--- src/rtl/neuron_preact_mac.sv ---
// neuron_preact_mac
//   Serial multiply-accumulate producing one neuron pre-activation
//   z = sum(x_i * w_i) + bias, packed to signed Q5.26 for the tanh stage.
//   Terms arrive over a valid/ready stream. The result is held on oz with
//   wa=0 until the consumer pulses ack.
//
//   Build option: define SAT_EN to saturate oz when packing overflows.
//   Without it, oz wraps (two's complement). ovf reports overflow in both builds.
//
// Ports
//   clk       clock, all state on posedge
//   rst       asynchronous active-low reset
//   locked    synchronous abort back to the reset state
//   require   start request (honoured only when idle)
//   x_in      activation term, signed Q5.26
//   w_in      weight term, signed Q5.26
//   in_valid  x_in/w_in valid
//   in_ready  a term is accepted when in_valid & in_ready
//   bias      bias, signed Q5.26, sampled in the bias step
//   ack       consumer done with oz (honoured only while holding)
//   oz        packed pre-activation, signed Q5.26
//   wa        1 = oz not valid, 0 = oz valid and stable
//   busy      1 while a computation is in progress
//   ovf       packing of the current result overflowed DW
module neuron_preact_mac #(
    parameter int N_IN  = 8,
    parameter int DW    = 32,
    parameter int FRAC  = 26,
    parameter int GUARD = 4
) (
    input  logic          clk,
    input  logic          rst,
    input  logic          locked,
    input  logic          require,
    input  logic [DW-1:0] x_in,
    input  logic [DW-1:0] w_in,
    input  logic          in_valid,
    output logic          in_ready,
    input  logic [DW-1:0] bias,
    input  logic          ack,
    output logic [DW-1:0] oz,
    output logic          wa,
    output logic          busy,
    output logic          ovf
);

    localparam int ACC_W = 2 * DW + GUARD;
    localparam int CNT_W = $clog2(N_IN + 1);

    typedef enum logic [2:0] {
        S_IDLE,
        S_ACC,
        S_DRAIN,
        S_BIAS,
        S_PACK,
        S_HOLD
    } state_t;

    state_t              state_q, state_d;
    logic [ACC_W-1:0]    acc_q, acc_d;
    logic [2*DW-1:0]     prod_q, prod_d;
    logic                prod_v_q, prod_v_d;
    logic [CNT_W-1:0]    count_q, count_d;
    logic [DW-1:0]       oz_q, oz_d;
    logic                wa_q, wa_d;
    logic                in_ready_q, in_ready_d;
    logic                busy_q, busy_d;
    logic                ovf_q, ovf_d;

    logic                accept;
    logic [ACC_W-1:0]    prod_ext;
    logic [ACC_W-1:0]    bias_ext;
    logic [ACC_W-1:0]    r_full;
    logic [ACC_W-DW:0]   r_upper;
    logic                r_ovf;
    logic [DW-1:0]       packed_val;

    assign accept   = in_valid & in_ready_q;
    assign prod_ext = {{GUARD{prod_q[2*DW-1]}}, prod_q};
    assign bias_ext = {{(ACC_W-DW){bias[DW-1]}}, bias} << FRAC;

    // Arithmetic shift: truncation toward -inf.
    assign r_full  = $signed(acc_q) >>> FRAC;
    assign r_upper = r_full[ACC_W-1:DW-1];
    // The result fits DW only if the sign bit and all bits above it agree.
    assign r_ovf   = (|r_upper) && !(&r_upper);

`ifdef SAT_EN
    always_comb begin
        packed_val = r_full[DW-1:0];
        if (r_ovf) begin
            packed_val = r_full[ACC_W-1] ? {1'b1, {(DW-1){1'b0}}} : {1'b0, {(DW-1){1'b1}}};
        end
    end
`else
    assign packed_val = r_full[DW-1:0];
`endif

    always_comb begin
        state_d    = state_q;
        acc_d      = acc_q;
        prod_d     = prod_q;
        prod_v_d   = prod_v_q;
        count_d    = count_q;
        oz_d       = oz_q;
        wa_d       = wa_q;
        in_ready_d = in_ready_q;
        busy_d     = busy_q;
        ovf_d      = ovf_q;

        case (state_q)
            S_IDLE: begin
                if (require) begin
                    acc_d      = '0;
                    count_d    = '0;
                    ovf_d      = 1'b0;
                    prod_v_d   = 1'b0;
                    in_ready_d = 1'b1;
                    busy_d     = 1'b1;
                    state_d    = S_ACC;
                end
            end
            S_ACC: begin
                // Products are added one cycle after they are formed.
                if (prod_v_q) begin
                    acc_d = acc_q + prod_ext;
                end
                prod_v_d = accept;
                if (accept) begin
                    prod_d  = $signed({{DW{x_in[DW-1]}}, x_in}) * $signed({{DW{w_in[DW-1]}}, w_in});
                    count_d = count_q + CNT_W'(1);
                    if (count_q == CNT_W'(N_IN - 1)) begin
                        in_ready_d = 1'b0;
                        state_d    = S_DRAIN;
                    end
                end
            end
            S_DRAIN: begin
                if (prod_v_q) begin
                    acc_d = acc_q + prod_ext;
                end
                prod_v_d = 1'b0;
                state_d  = S_BIAS;
            end
            S_BIAS: begin
                acc_d   = acc_q + bias_ext;
                state_d = S_PACK;
            end
            S_PACK: begin
                oz_d    = packed_val;
                ovf_d   = r_ovf;
                wa_d    = 1'b0;
                state_d = S_HOLD;
            end
            S_HOLD: begin
                if (ack) begin
                    wa_d    = 1'b1;
                    busy_d  = 1'b0;
                    state_d = S_IDLE;
                end
            end
            default: state_d = S_IDLE;
        endcase

        // Abort: everything returns to its reset value on this edge.
        if (locked) begin
            state_d    = S_IDLE;
            acc_d      = '0;
            prod_d     = '0;
            prod_v_d   = 1'b0;
            count_d    = '0;
            oz_d       = '0;
            wa_d       = 1'b1;
            in_ready_d = 1'b0;
            busy_d     = 1'b0;
            ovf_d      = 1'b0;
        end
    end

    always_ff @(posedge clk or negedge rst) begin
        if (!rst) begin
            state_q    <= S_IDLE;
            acc_q      <= '0;
            prod_q     <= '0;
            prod_v_q   <= 1'b0;
            count_q    <= '0;
            oz_q       <= '0;
            wa_q       <= 1'b1;
            in_ready_q <= 1'b0;
            busy_q     <= 1'b0;
            ovf_q      <= 1'b0;
        end else begin
            state_q    <= state_d;
            acc_q      <= acc_d;
            prod_q     <= prod_d;
            prod_v_q   <= prod_v_d;
            count_q    <= count_d;
            oz_q       <= oz_d;
            wa_q       <= wa_d;
            in_ready_q <= in_ready_d;
            busy_q     <= busy_d;
            ovf_q      <= ovf_d;
        end
    end

    assign in_ready = in_ready_q;
    assign oz       = oz_q;
    assign wa       = wa_q;
    assign busy     = busy_q;
    assign ovf      = ovf_q;

endmodule

--- config.mk ---
export PLATFORM = sky130hd
export DESIGN_NAME = neuron_preact_mac
export DESIGN_NICKNAME = d
export VERILOG_FILES = /design/src/rtl/neuron_preact_mac.sv
export SDC_FILE = /design/constraint.sdc
export NUM_CORES = 2
export LEC_CHECK = 0
export CORE_MARGIN = 2
export CORE_UTILIZATION = 43
export DETAILED_ROUTE_END_ITERATION = 8
export DONT_BUFFER_PORTS = 1
export GPL_TIMING_DRIVEN = 0
export PLACE_DENSITY = 0.62
export SYNTH_ARGS = -nofsm -noshare
export SYNTH_HDL_FRONTEND = slang
export SYNTH_SLANG_ARGS = --single-unit
--- constraint.sdc ---
create_clock -name clk -period 3.45 [get_ports clk]
set_clock_uncertainty 0.15 [all_clocks]
set_input_delay 0.5175 -clock clk [delete_from_list [all_inputs] [get_ports clk]]
set_output_delay 0.5175 -clock clk [all_outputs]
set_load 0.01 [all_outputs]
==> summary.md <==
| Metric | Value |
|---|---|
| H-tree depth | `4` |
| Gr usage total | `between 20% and 30%` |
| Buffers on Ports | `0` |
| Setup WS post-layout | `-3.92 ns` |
| Non-filler instance count after layout | `between 7k and 8k` |
| Post-synthesis register bit count | `around 180` |
| Worst slew pin tran | `~0.98 ns` |
| Vias in the first global route | `a little over 40k` |
| Area Growth Syn to Fin | `19.7%` |
| Fillers | `about 10k` |
| R2r setup slk | `-0.08 ns` |
| Largest net degree at the start of global routing | `between 150 and 200` |
| Largest delay share family, worst path | `adder cells` |
| FMAX | `approximately 140 MHz` |
| Worst path most repeated cell | `fa_1` |
| Starting Density | `43.4%` |
| Die H | `roughly 340 um` |
| Wire length per cell | `roughly 25 um` |
| Final worst path period share | `214%` |
| WL final | `between 150,000 and 200,000 um` |
| Unrepaired setup endpoints after global routing | `true` |
| Netlist cell types | `88` |
| Synth cell count leaders | `fa_1, inv_1, nand2_1, and2_1, ha_1` |
| Clk slew on worst S/H paths | `0.08 ns` |
| Nets@finish | `approximately 7k` |
| Gr ovfl total | `0` |
| Reg2reg start | `acc_q[26]` |
| Die width | `341 um` |
| Die area | `between 100,000 and 150,000 um^2` |
| # setup viols final | `just over 60` |
| Via density | `5.58` |
| Worst path bufs/invs | `6` |
| Worst reg-to-reg path cell count | `14` |
| Syn Std Cell Area | `48,800 um^2` |
| Post-synth EDFFs | `0` |
| R2R Path End | `acc_q[66]` |
| Max Cap Viol | `0` |
| Pre-CTS WS | `-5.47 ns` |
| Clock sinks | `176` |
| FP Rows | `approximately 120` |
| CTS Buf Count | `17` |
| Placer Congestion | `0.981` |
| Cells after Synth | `5,308` |
| CTS tree | `yes` |
| Synth Net Count | `between 6k and 7k` |
| Top_reg_cell synth | `dfrtp_1` |
| WHS | `-0.403 ns` |
| Storage cell area | `4440 um^2` |
| Initial antenna violation count | `8` |
| Status | `finished with violations` |
| Drt drc | `0` |
| Final Core Density | `approximately half` |
| Clk Latency, worst-skew pair | `between 0.4 and 0.5 ns` |
| Fraction of layout cells with a size suffix above 1 | `between 20% and 30%` |
| Critical path class | `input port to register` |
| Main area contributors after synthesis | `fa_1, dfrtp_1, inv_1` |
| Pins Over Slew Limit | `0` |
| Area of the multi-input gates | `around 43,000 um^2` |
| CP Data Arrival Time | `roughly 7.6 ns` |
| Routed via count | `39.1k` |
| Ys Warns | `0` |
| Critical Path RT | `about 3.7 ns` |
| Max incr delay on CP | `between 0.6 and 0.7 ns` |
| Post-synth ARST share | `100%` |
| Worst relative slew slack | `35.0%` |
| Sequential area share after synthesis | `9.03%` |
| Final instance area | `58,400 um^2` |
| Failing checks | `negative hold slack, negative setup slack` |
| Area leader, netlist | `fa_1` |
| Placement Cell Area | `52,100 um^2` |
| Min Tclk post-route | `7.37 ns` |
| Count leader, synth | `fa_1` |
| Synth top area share | `approximately 44%` |
| Final Hold Viols | `approximately 180` |
| Drt pass-1 iters | `6` |
| # IOs | `around 140` |
| Initial DRC Count | `between 3k and 4k` |
| DP HPWL | `roughly 140,000 um` |
| Clock Tree Buf Depth | `2` |
| Post-Syn Area per Cell | `9.19 um^2` |
| Kind of start point of the critical path | `input port` |
| Worst setup EP type | `register` |
| Root Buffer Master | `clkbuf_16` |
| CP Max Fanout | `6` |
| Crit path max-delay cell type | `fa_2` |
| Core area | `approximately 110,000 um^2` |
| First-pass GRT wire length | `approximately 260,000 um` |
| Dpl cells | `a little under 7k` |
| Post-DRT Antenna Nets | `0` |
| Worst hold path class | `input port to async pin` |
## cell type report
type                    instances  share of cell area [%]
multi-input cells            3861                    73.6
flip-flops and latches        176                    7.60
inverters                     986                    6.36
plain buffers                 260                    5.21
well taps                    1500                    3.21
repair buffers                198                    3.03
clock buffers                  18                   0.752
clock inverters                14                   0.214
diodes                          9                  0.0386
## worst max-delay path by stage
stage | from | to | cells after the start
4_1_cts | w_in[2] | prod_q[56] | 25
5_1_grt | x_in[31] | prod_q[63] | 28
3_3_place_gp | x_in[31] | prod_q[63] | 28
3_5_place_dp | x_in[31] | prod_q[63] | 28
6_report | w_in[13] | prod_q[62] | 26
2_1_floorplan | x_in[31] | prod_q[63] | 25
## placed cells by master (no fill, tap or decap), drive strengths merged, types with 21 or more instances in the layout
cell,n
nand3,40
a31oi,24
a211oi,21
a21o,92
nand2,680
inv,989
nand4,39
nand2b,32
nor2,133
xnor2,96
o21bai,31
a22o,58
dfrtp,175
o21ai,190
o31ai,24
a21oi,176
xor2,63
fa,1084
buf,236
ha,293
and2,517
nor3,29
clkbuf,240
## stage by stage
stage / setup TNS [ns] / hold slack (ns)
3_3_place_gp: -246.96 / 0.0818
4_1_cts: -173.04 / -0.415
6_report: -176.67 / -0.403
5_1_grt: -185.66 / -0.414
3_5_place_dp: -245.77 / 0.0804
2_1_floorplan: -173.90 / 0.0719
## cells by family after synthesis
| group | count (synthesis) | share of synthesized area [%] |
|---|---|---|
| and+or+nand+nor | 1552 | 15.7 |
| adders and majority gates | 1377 | 52.0 |
| buffers and inverters | 1271 | 9.82 |
| AOI/OAI and AO/OA | 762 | 10.4 |
| DFF | 176 | 9.03 |
| xor gates and xnor gates | 159 | 2.85 |
| muxes | 11 | 0.236 |
## what timing repair did
item                       CTS  global route
pin swaps                  231           256
setup endpoints to repair  103           104
hold endpoints to repair   176           176
gates resized for setup    630           409
cloned                       0             2
buffers inserted           120            84
## routing by layer
| metal | wire length [um] | share of wire, % | vias to the layer above | global-route usage [%] |
|---|---|---|---|---|
| met5 | 11 | 0.0063 | - | 0 |
| met1 | 72700 | 42 | 20371 | 41.0 |
| li1 | - | - | 16806 | - |
| met2 | 79500 | 46 | 1624 | 47.0 |
| met4 | 7320 | 4.2 | 2 | 10.5 |
| met3 | 14400 | 8.3 | 345 | 6.03 |
## worst reg2reg max path, stage by stage, from the launching register on
cell and delay [ns]:
dfrtp_2 0.40, ha_4 0.16, inv_2 0.04, fa_2 0.37, nor2b_2 0.16, o31a_1 0.20
o21ai_2 0.12, a2111oi_4 0.41, o21ai_2 0.17, o31ai_4 0.37, a221o_1 0.24, a21oi_2 0.09
o31ai_2 0.22, xnor2_1 0.18, o211ai_1 0.11
## state kept, by name (all words and copies together) (netlist names)
register  count
count_q       4
ovf           1
state_q       3
oz           32
prod_v_q      1
in_ready      1
wa            1
busy          1
acc_q        68
prod_q       64
Power is not shown: default switching activity piles up to over one toggle a cycle in this logic, so the estimate is an artifact.
